$ cat src/rtl/fetch_sequencer.sv
// Program counter and fetch controller for the 9-bit-instruction CPU.
// Addresses a combinational instruction ROM, registers the returned word and
// hands it to decode over a valid/ready handshake. Handles start, branch
// squash, back-pressure, halt detection and PC wrap-around.
module fetch_sequencer #(
  parameter logic [7:0]  RESET_PC  = 8'd0,
  parameter logic [8:0]  HALT_WORD = 9'b0000_00_000,
  parameter int unsigned CNT_W     = 16
) (
  input  logic             clk,
  input  logic             reset,
  input  logic             start,
  output logic [7:0]       rom_address,
  input  logic [8:0]       rom_instruction,
  output logic [8:0]       instr,
  output logic             instr_valid,
  input  logic             instr_ready,
  input  logic             branch_taken,
  input  logic [7:0]       branch_target,
  output logic             busy,
  output logic             halted,
  output logic [CNT_W-1:0] fetch_count
);

  typedef enum logic [1:0] {StIdle, StFetch, StDrain, StHalted} state_e;

  state_e           r_state;
  logic [7:0]       r_pc;
  logic [8:0]       r_instr;
  logic             r_instr_valid;
  logic [CNT_W-1:0] r_fetch_count;

  logic w_handshake;
  logic w_slot_free;
  logic w_is_halt;

  // A branch in the same cycle squashes the transfer, so it never counts.
  assign w_handshake = r_instr_valid && instr_ready && !branch_taken;
  assign w_slot_free = !r_instr_valid || w_handshake;
  assign w_is_halt   = (rom_instruction == HALT_WORD);

  // Control FSM, program counter, instruction register and delivered count.
  always_ff @(posedge clk) begin
    if (reset) begin
      r_state       <= StIdle;
      r_pc          <= RESET_PC;
      r_instr       <= 9'd0;
      r_instr_valid <= 1'b0;
      r_fetch_count <= '0;
    end else begin
      // Valid is only ever high in FETCH/DRAIN, so counting here is safe in
      // every state; a start below overrides it with the clear.
      if (w_handshake) begin
        r_fetch_count <= r_fetch_count + CNT_W'(1);
      end

      case (r_state)
        StIdle, StHalted: begin
          if (start) begin
            r_pc          <= RESET_PC;
            r_fetch_count <= '0;
            r_state       <= StFetch;
          end
        end

        StFetch: begin
          if (branch_taken) begin
            r_pc          <= branch_target;
            r_instr_valid <= 1'b0;
          end else if (w_slot_free) begin
            r_instr       <= rom_instruction;
            r_instr_valid <= 1'b1;
            if (w_is_halt) begin
              // PC stays on the halt word so the address stops moving.
              r_state <= StDrain;
            end else begin
              r_pc <= r_pc + 8'd1;
            end
          end
        end

        StDrain: begin
          if (branch_taken) begin
            r_pc          <= branch_target;
            r_instr_valid <= 1'b0;
            r_state       <= StFetch;
          end else if (w_handshake) begin
            r_instr_valid <= 1'b0;
            r_state       <= StHalted;
          end
        end

        default: r_state <= StIdle;
      endcase
    end
  end

  // Outputs come straight from registers; status is decoded from state.
  assign rom_address = r_pc;
  assign instr       = r_instr;
  assign instr_valid = r_instr_valid;
  assign fetch_count = r_fetch_count;
  assign busy        = (r_state == StFetch) || (r_state == StDrain);
  assign halted      = (r_state == StHalted);

endmodule

$ cat config.mk
export PLATFORM = sky130hd
export DESIGN_NAME = fetch_sequencer
export DESIGN_NICKNAME = d
export VERILOG_FILES = /design/src/rtl/fetch_sequencer.sv
export SDC_FILE = /design/constraint.sdc
export NUM_CORES = 1
export LEC_CHECK = 0
export CORE_ASPECT_RATIO = 0.5
export CORE_UTILIZATION = 50
export DETAILED_ROUTE_END_ITERATION = 8
export GPL_TIMING_DRIVEN = 1
export PLACE_DENSITY = 0.85
export REMOVE_ABC_BUFFERS = 1
export SLEW_MARGIN = 20
export SYNTH_ARGS = -nofsm -noshare
export SYNTH_HDL_FRONTEND = slang
export SYNTH_SLANG_ARGS = --single-unit
$ cat constraint.sdc
create_clock -name clk -period 2.75 [get_ports clk]
set_input_delay 0.4125 -clock clk [delete_from_list [all_inputs] [get_ports clk]]
set_output_delay 0.4125 -clock clk [all_outputs]
set_load 0.01 [all_outputs]
* Word-level counts from Yosys, hierarchy flattened
Index checks and enable logic that the tools add are counted.
Word-level totals: bits in registers 36, output and inout bits 36, logic and storage cells 54, bits of input ports 22
Operators by class: reduce and logical (&&, ||, !) cells 14, eq/ne operators 11, bitwise gates (word level) 1, $add $sub $neg 2, mux-type cells 21
Operators with widths (number):
- $mux 16 | 3
- $mux 8 | 5
- $pmux 8 s3 | 1
- $add 16x1->16 const B | 1
- $mux 2 | 6
- $ne 2x2->1 const B | 5
- $logic_not 9->1 | 1
- $ne 3x3->1 const B | 3
- $add 8x1->8 const B | 1
- $pmux 2 s3 | 1
- $reduce_and 3->1 | 2
- $reduce_and 5->1 | 1
- $eq 2x2->1 const B | 2
- $mux 1 | 4
- $reduce_and 4->1 | 1
- $eq 2x1->1 const B | 1
- $logic_and 1x1->1 | 2
- $logic_not 1->1 | 2
- $logic_not 2->1 | 1
- $logic_or 1x1->1 | 2
- $pmux 1 s2 | 1
- $reduce_bool 2->1 | 1
- $reduce_or 2->1 | 1
- $not 1->1 | 1

* Logic depth before layout (Yosys ltp)
Gate-level depths: netlist (run 1).
word-level depth 6, mapped depth 9, gate-level depth less buffers 7

* Worst setup path before layout (run 1)
No wires, ideal clock.
kind register to register, start register r_state[0], end register r_pc[5] (netlist: rom_address[5]), required time 2633 ps, path buffers 1, setup slack 1007 ps, cell stages (with the launch flop) 9, arrival time 1626 ps, setup time 117 ps, path through dfxtp_1 -> inv_1 -> ha_1 -> inv_1 -> o21ai_1 -> nand3b_1 -> buf_2 -> nor3_1 -> a32o_1
On the way: longest elaborated chain between the ends 4, elaborated cells on any way between the ends 11, those cells by class eq/ne (7); mux (1); reduce/logical (3)
RTL lines:
- start: declaration | line 27 | state_e r_state;
- start signal: assignment | line 45 | r_state <= StIdle;
- start signal: assignment | line 62 | r_state <= StFetch;
- start signal: assignment | line 75 | r_state <= StDrain;
- $eq 2x2->1 or $logic_not 2->1 (tied branches) | line 57 | case (r_state)
- $reduce_or 2->1 | line 57
- $ne 2x2->1 (no source line)
- $reduce_and 4->1 (no source line)
- end signal: assignment | line 68 | r_pc <= branch_target;
- end signal: assignment | line 77 | r_pc <= r_pc + 8'd1;
- end signal: assignment | line 84 | r_pc <= branch_target;
- end: declaration | line 28 | logic [7:0] r_pc;
Several ways; a longest one is shown, not always the timed one. A chain may end at the register's enable or synchronous reset.

* Worst setup path in the final report (run 1)
start register r_state[0], end output busy
On the way: longest elaborated chain between the ends 2, elaborated cells on any way between the ends 3, those cells by class eq/ne (2); reduce/logical (1)
RTL lines:
- $eq 2x1->1 or $eq 2x2->1 (tied branches) | line 103 | assign busy = (r_state == StFetch) || (r_state == StDrain);
- $logic_or 1x1->1 (*) | line 103
- end: declaration | line 20 | output logic busy,
Mark *: on every way between the ends. The rest lies on a longest branch, timed or not.

==> metrics.csv, run 1 <==
stage,metric,value,unit
status,status,"finished, final reports clean",
placement,placed insts,315,
flow_run,number of max-cap violations,0,
finish,final cell count without fillers,323,
finish,final core utilization,0.7341,
hold_path,hold depth,2,
synthesis,count of cell types in the netlist,35,
critical_path,CP max stage delay,0.57,ns
critical_path,Critical Path End Type,output port,
clock_network,total CTS buffers,5,
clock_network,clock sinks,36,
timing,Worst Tran Pin Value,0.5110,ns
detailed_routing,DRT iter0 DRCs,63,
power_and_ir_drop,Comb power frac,0.180,
power_and_ir_drop,Flop pwr share,0.479,
clock_network,hold buffers post-CTS,0,
timing,final-report hold violation count,0,
synthesis,Synth top area share,0.3876,
global_route,first-pass GRT wire length,7.182,mm
clock_network,total setup buffers inserted after CTS,0,
power_and_ir_drop,VDD IR max,0.3211,mV
detailed_routing,number of remaining DRC errors,0,
synthesis,Synth area leaders,"dfxtp_1 39%, nor2_1 6.7%, xor2_1 5.7%",
finish,diodes inserted,0,
detailed_routing,Initial DRT Pass Iterations,4,
finish,Area Overhead vs Synth,37.82,%
synthesis,sequential-to-total area share from yosys stat,0.3876,
critical_path,Setup Crit Path Kind,reg2out,
timing,final worst-path cycle share,0.8605,
floorplan,IO Count,58,
clock_network,Worst-Skew Late Latency,0.29,ns
synthesis,leading area contributor after synthesis,dfxtp_1,
power_and_ir_drop,PwrDens,450.2,nW/um^2
placement,# port buffers,57,
placement,GP Congestion,0.8354,
timing,Final Skew,0.004316,ns
synthesis,synthesized area,1859,sq um
clock_network,Root Driver,clkbuf_8,
clock_network,post-CTS sizing,0,
synthesis,warnings from Yosys,0,
power_and_ir_drop,Static Leak,0.9626,nW
floorplan,std cell rows,15,
global_route,vias in the first global route,1575,
critical_path,CP max stage cell,clkdlybuf4s50_1,
global_route,largest net degree at the start of global routing,17,
timing,# setup viols final,0,
global_route,Overflow after GRT,0,
detailed_routing,Antenna Violating Nets Remaining,0,
synthesis,register bit total from synthesis,36,
critical_path,CP startpoint kind,register,
power_and_ir_drop,sw frac,0.2750,
finish,fraction of layout cells with a size suffix above 1,0.06250,
clock_network,H-Tree Depth,2,
critical_path,CP Max Fanout,9,
clock_network,Worst-path clk slew,0.07,ns
global_route,gr usage total,0.2421,
clock_network,clk buf depth,2,
synthesis,Post-Synthesis Cells,214,
timing,post-route minimum period,2.366,ns
hold_path,Hold Path Class,reg2reg,
timing,RSZ-0062 raised after global routing,no,
timing,Slew HR,0.6585,
critical_path,worst path cell trace,inv_1 -> ha_1 -> inv_1 -> clkdlybuf4s50_1,
critical_path,CP arrival,1.95,ns
finish,Final nets,299,
synthesis,synthesized area per cell,8.688,sq um
detailed_routing,via count,1725,
floorplan,die footprint,3981,sq um
floorplan,Initial Util,0.5326,
detailed_routing,vias per std cell,5.341,
floorplan,Core Region,3491,sq um
detailed_routing,wire length per cell,14.07,um
floorplan,Die Ht,45.12,um
critical_path,Crit path top cell by count,inv_1,
detailed_routing,final wirelength,4.546,mm
power_and_ir_drop,internal power,0.0008364,W
power_and_ir_drop,overall power after layout,0.001154,W
critical_path,Reg2Reg Depth,7,
floorplan,Die Wd,88.24,um
global_route,antenna violations before repair,0,
placement,Detail Placement HPWL,3.285,mm
timing,FMAX,422.6,MHz
timing,Pins Over Slew Limit,0,
clock_network,CTS tree,yes,
power_and_ir_drop,Psw,0.0003172,W
power_and_ir_drop,Clock power frac,0.341,
critical_path,CP Data Required Time,2.34,ns
timing,Setup Total Neg Slack,0,ns
[worst paths after layout]
| path | start | end | slack, ns |
|---|---|---|---|
| setup / recovery | r_state[0] | busy | 0.38 |
| hold / removal | instr[4] | instr[4] | 0.49 |
| setup reg to reg | r_state[0] | rom_address[2] | 0.47 |
| hold reg to reg | instr[4] | instr[4] | 0.49 |
[power groups by stage]
stage | logic (W) | registers [W] | clock network (W)
floorplan | 0.0000987 | 0.000568 | 0
global placement | 0.000200 | 0.000563 | 0
detailed placement | 0.000204 | 0.000564 | 0
CTS | 0.000206 | 0.000552 | 0.000398
global route | 0.000226 | 0.000554 | 0.000415
finish | 0.000207 | 0.000553 | 0.000394
[kinds of logic (layout without fill, tap and decap cells)]
| family | count (synthesis) | count (layout) | share of synthesized area |
|---|---|---|---|
| AOI/OAI and AO/OA | 32 | 32 | 0.1083 |
| xor gates and xnor gates | 20 | 20 | 0.09421 |
| adders and majority gates | 6 | 6 | 0.04038 |
| buffers and inverters | 16 | 74 | 0.03500 |
| DFF | 36 | 36 | 0.3876 |
| muxes | 11 | 11 | 0.05989 |
| and+or+nand+nor | 93 | 93 | 0.2746 |
[state kept, by name (all words and copies together), names as in the netlist]
signal,flops
instr_valid,1
fetch_count,16
rom_address,8
r_state,2
instr,9
[per-stage QoR]
stage	worst slack [ns]	area, sq um	hold slack [ns]
5_1_grt	0.2770	2562	0.5294
6_report	0.3837	2562	0.4946
3_5_place_dp	0.3265	2470	0.4815
3_3_place_gp	0.4036	2470	0.4748
4_1_cts	0.3812	2562	0.4989
2_1_floorplan	0.7264	1821	0.4773
[cell usage after synthesis]
library cell and instances:
or4b_1 1, and2_1 3, mux2_2 1, a2111oi_2 1, a32o_1 2, nand4_1 7, nor4_4 2, o22ai_1 1
clkbuf_1 5, xnor2_1 8, o21ai_0 8, or3_1 4, dfxtp_1 36, buf_2 4, and3_1 8, nand2b_1 3
or2_1 1, nand2_1 13, nand3b_1 2, a32oi_1 1, o21ai_1 3, ha_1 6, nor4_2 1, nor2_2 1
nor3_1 3, nand3_1 10, nor2_1 33, a211oi_1 1, inv_1 7, a22oi_1 4, a22o_1 1, a21oi_1 10
mux2i_1 10, nand4b_4 1, xor2_1 12
[area by class of cell]
class                   instances  area [sq um]
clock buffers                   6         82.58
clock inverters                 2         10.01
fillers                       287         928.4
inverters                       7         26.28
multi-input cells             162          1074
flip-flops and latches         36         720.7
well taps                      51         63.81
repair buffers                 59         585.6
[worst max-delay path: cells and delay by family, from the launching register on]
family / cells / cell delay (ns)
adders and majority gates: 1 / 0.42
DFF: 1 / 0.41
buffers and inverters: 3 / 0.83
[layout by cell type, fill, tap and decap left out, types with 2 or more instances in the layout]
| cell | instances |
|---|---|
| clkinv_2 | 2 |
| xor2_1 | 12 |
| ha_1 | 6 |
| nor3_1 | 3 |
| nand3_1 | 10 |
| and2_1 | 3 |
| and3_1 | 8 |
| nor4_4 | 2 |
| nand4_1 | 7 |
| nand2_1 | 13 |
| or3_1 | 4 |
| a21oi_1 | 10 |
| dfxtp_1 | 36 |
| o21ai_1 | 3 |
| xnor2_1 | 8 |
| o21ai_0 | 8 |
| mux2i_1 | 10 |
| a22oi_1 | 4 |
| buf_4 | 2 |
| inv_1 | 7 |
| clkdlybuf4s50_1 | 57 |
| nand2b_1 | 3 |
| clkbuf_8 | 6 |
| nor2_1 | 33 |
| a32o_1 | 2 |
| nand3b_1 | 2 |
[per-layer routing]
metal,vias up,wire length (um),track usage,part of all wire
li1,857,-,-,-
met1,824,2031,0.2908,0.45
met2,38,2260,0.4138,0.50
met3,6,181,0.06216,0.040
met4,0,72,0.1194,0.016
met5,-,0,0,0
(Power assumes the default switching activity.)
==> run 2: changes to the inputs <==
--- a/config.mk
+++ b/config.mk
@@ -9,7 +9,7 @@
 export CORE_UTILIZATION = 50
 export DETAILED_ROUTE_END_ITERATION = 8
 export GPL_TIMING_DRIVEN = 1
-export PLACE_DENSITY = 0.85
+export PLACE_DENSITY = 0.82
 export REMOVE_ABC_BUFFERS = 1
 export SLEW_MARGIN = 20
 export SYNTH_ARGS = -nofsm -noshare
==> run 2 against run 1 <==
Against the previous run:
- combinational power about the same
- clock skew increased by 0.00069 ns
- via count increased by 0.58%
- wire length increased by 2.4%
- cell area increased by 0.73%
- sequential power about the same
- non-clock buffer count unchanged
- global-route usage increased by 1.9 points
- register-to-register slack about the same
- critical path type unchanged
- largest power group unchanged
==> metrics.csv, run 2 (synthesis results as in run 1) <==
stage,metric,value,unit
status,status,"finished, final reports clean",
critical_path,number of cells on the critical path,4,
timing,FMAX,426.2,MHz
floorplan,std cell rows,15,
detailed_routing,final wirelength,4.657,mm
power_and_ir_drop,Clock power frac,0.378,
timing,final worst-path cycle share,0.8532,
clock_network,CTS tree,yes,
placement,# port buffers,57,
clock_network,total setup buffers inserted after CTS,0,
critical_path,Reg2Reg Depth,7,
placement,placed cell area,2470,sq um
critical_path,CP Max Fanout,9,
global_route,antenna violations before repair,0,
floorplan,Initial Util,0.5326,
global_route,Overflow after GRT,0,
timing,Final Skew,0.005005,ns
hold_path,Hold Path Class,reg2reg,
detailed_routing,wire length per cell,14.42,um
detailed_routing,number of remaining DRC errors,0,
power_and_ir_drop,Flop pwr share,0.451,
power_and_ir_drop,overall power after layout,0.001225,W
hold_path,hold depth,2,
clock_network,clk buf depth,2,
finish,register area,720.7,sq um
floorplan,die footprint,3981,sq um
timing,final-report hold violation count,0,
finish,diodes inserted,0,
placement,Detail Placement HPWL,3.384,mm
power_and_ir_drop,sw frac,0.2615,
critical_path,CP arrival,1.93,ns
clock_network,post-CTS sizing,0,
global_route,first-pass GRT wire length,7.769,mm
finish,max reg flops,16,
floorplan,Die Ht,45.12,um
critical_path,worst path cell trace,inv_1 -> ha_1 -> inv_1 -> clkdlybuf4s50_1,
power_and_ir_drop,internal power,0.0009045,W
critical_path,Critical Path End Type,output port,
timing,post-route minimum period,2.346,ns
power_and_ir_drop,Static Leak,0.9658,nW
power_and_ir_drop,Comb power frac,0.171,
global_route,gr usage total,0.2612,
power_and_ir_drop,VDD IR max,0.3724,mV
critical_path,Setup Crit Path Kind,reg2out,
timing,hold slack,0.4972,ns
floorplan,Core Region,3491,sq um
finish,multi-input logic area,1074,sq um
critical_path,Crit path buffers/inverters,3,
clock_network,hold buffers post-CTS,0,
finish,fraction of layout cells with a size suffix above 1,0.06250,
timing,# setup viols final,0,
clock_network,clock sinks,36,
detailed_routing,vias per std cell,5.372,
clock_network,Worst-Skew Late Latency,0.29,ns
detailed_routing,DRT iter0 DRCs,82,
critical_path,CP top delay family,buffers and inverters,
critical_path,CP startpoint kind,register,
timing,Worst Tran Pin Value,0.5455,ns
critical_path,Crit path top cell by count,inv_1,
finish,most frequent cells in the layout,"57 x clkdlybuf4s50_1, 36 x dfxtp_1, 33 x nor2_1",
detailed_routing,Initial DRT Pass Iterations,4,
finish,fin area,2581,sq um
detailed_routing,Antenna Violating Nets Remaining,0,
finish,Area Overhead vs Synth,38.83,%
clock_network,H-Tree Depth,2,
finish,Fill cells,282,
finish,"commonest non-fill, non-tap cell in the layout",clkdlybuf4s50_1,
timing,Pins Over Slew Limit,0,
global_route,vias in the first global route,1664,
clock_network,Root Driver,clkbuf_8,
critical_path,CP max stage delay,0.57,ns
floorplan,Die Wd,88.24,um
placement,GP Congestion,0.8513,
timing,RSZ-0062 raised after global routing,no,
clock_network,total CTS buffers,5,
timing,Setup Total Neg Slack,0,ns
floorplan,IO Count,58,
critical_path,CP Data Required Time,2.34,ns
clock_network,Worst-path clk slew,0.07,ns
detailed_routing,via count,1735,
critical_path,CP max stage cell,clkdlybuf4s50_1,
timing,Slew HR,0.6354,
power_and_ir_drop,PwrDens,474.5,nW/um^2
finish,Final nets,299,
power_and_ir_drop,Psw,0.0003202,W
global_route,largest net degree at the start of global routing,19,
flow_run,number of max-cap violations,0,
==> run 2: cell type report <==
type | instances | area share
multi-input combinational | 162 | 0.4159
sequential | 36 | 0.2792
timing repair buffer | 59 | 0.2269
clock buffer | 5 | 0.02666
tap | 51 | 0.02472
clock inverter | 3 | 0.01648
inverter | 7 | 0.01018
==> run 2: power groups by stage <==
stage | logic (W) | clock network [W] | registers (W)
floorplan | 0.0000987 | 0 | 0.000568
global placement | 0.000201 | 0 | 0.000564
detailed placement | 0.000206 | 0 | 0.000564
CTS | 0.000208 | 0.000472 | 0.000552
global route | 0.000228 | 0.000491 | 0.000554
finish | 0.000209 | 0.000463 | 0.000552
==> run 2: routing by layer <==
| layer | routed length (um) | share of wire | vias to the layer above | track usage |
|---|---|---|---|---|
| met5 | 0 | 0 | - | 0 |
| met3 | 161 | 0.035 | 9 | 0.06764 |
| li1 | - | - | 859 | - |
| met4 | 62 | 0.013 | 0 | 0.09032 |
| met1 | 2163 | 0.46 | 831 | 0.3240 |
| met2 | 2269 | 0.49 | 36 | 0.4508 |
==> run 2: final timing paths <==
| path | start | endpoint | slack, ns |
|---|---|---|---|
| min reg2reg | instr[1] | instr[1] | 0.50 |
| max | r_state[0] | busy | 0.40 |
| min | instr[1] | instr[1] | 0.50 |
| max reg2reg | r_state[0] | rom_address[1] | 0.48 |
==> run 2: worst min-delay path, cell delays in order, from the launching register on <==
cell and delay (ns):
dfxtp_1 0.33, mux2i_1 0.07, nor2_1 0.07
==> run 2: per-stage QoR <==
stage                     cells  worst slack (ns)  utilization
after global routing        323            0.3234       0.7394
after detailed placement    315            0.3002       0.7075
after global placement      315            0.3837       0.7075
after floorplan             205            0.7264            -
after CTS                   323            0.4010       0.7394
final                       323            0.4038       0.7394
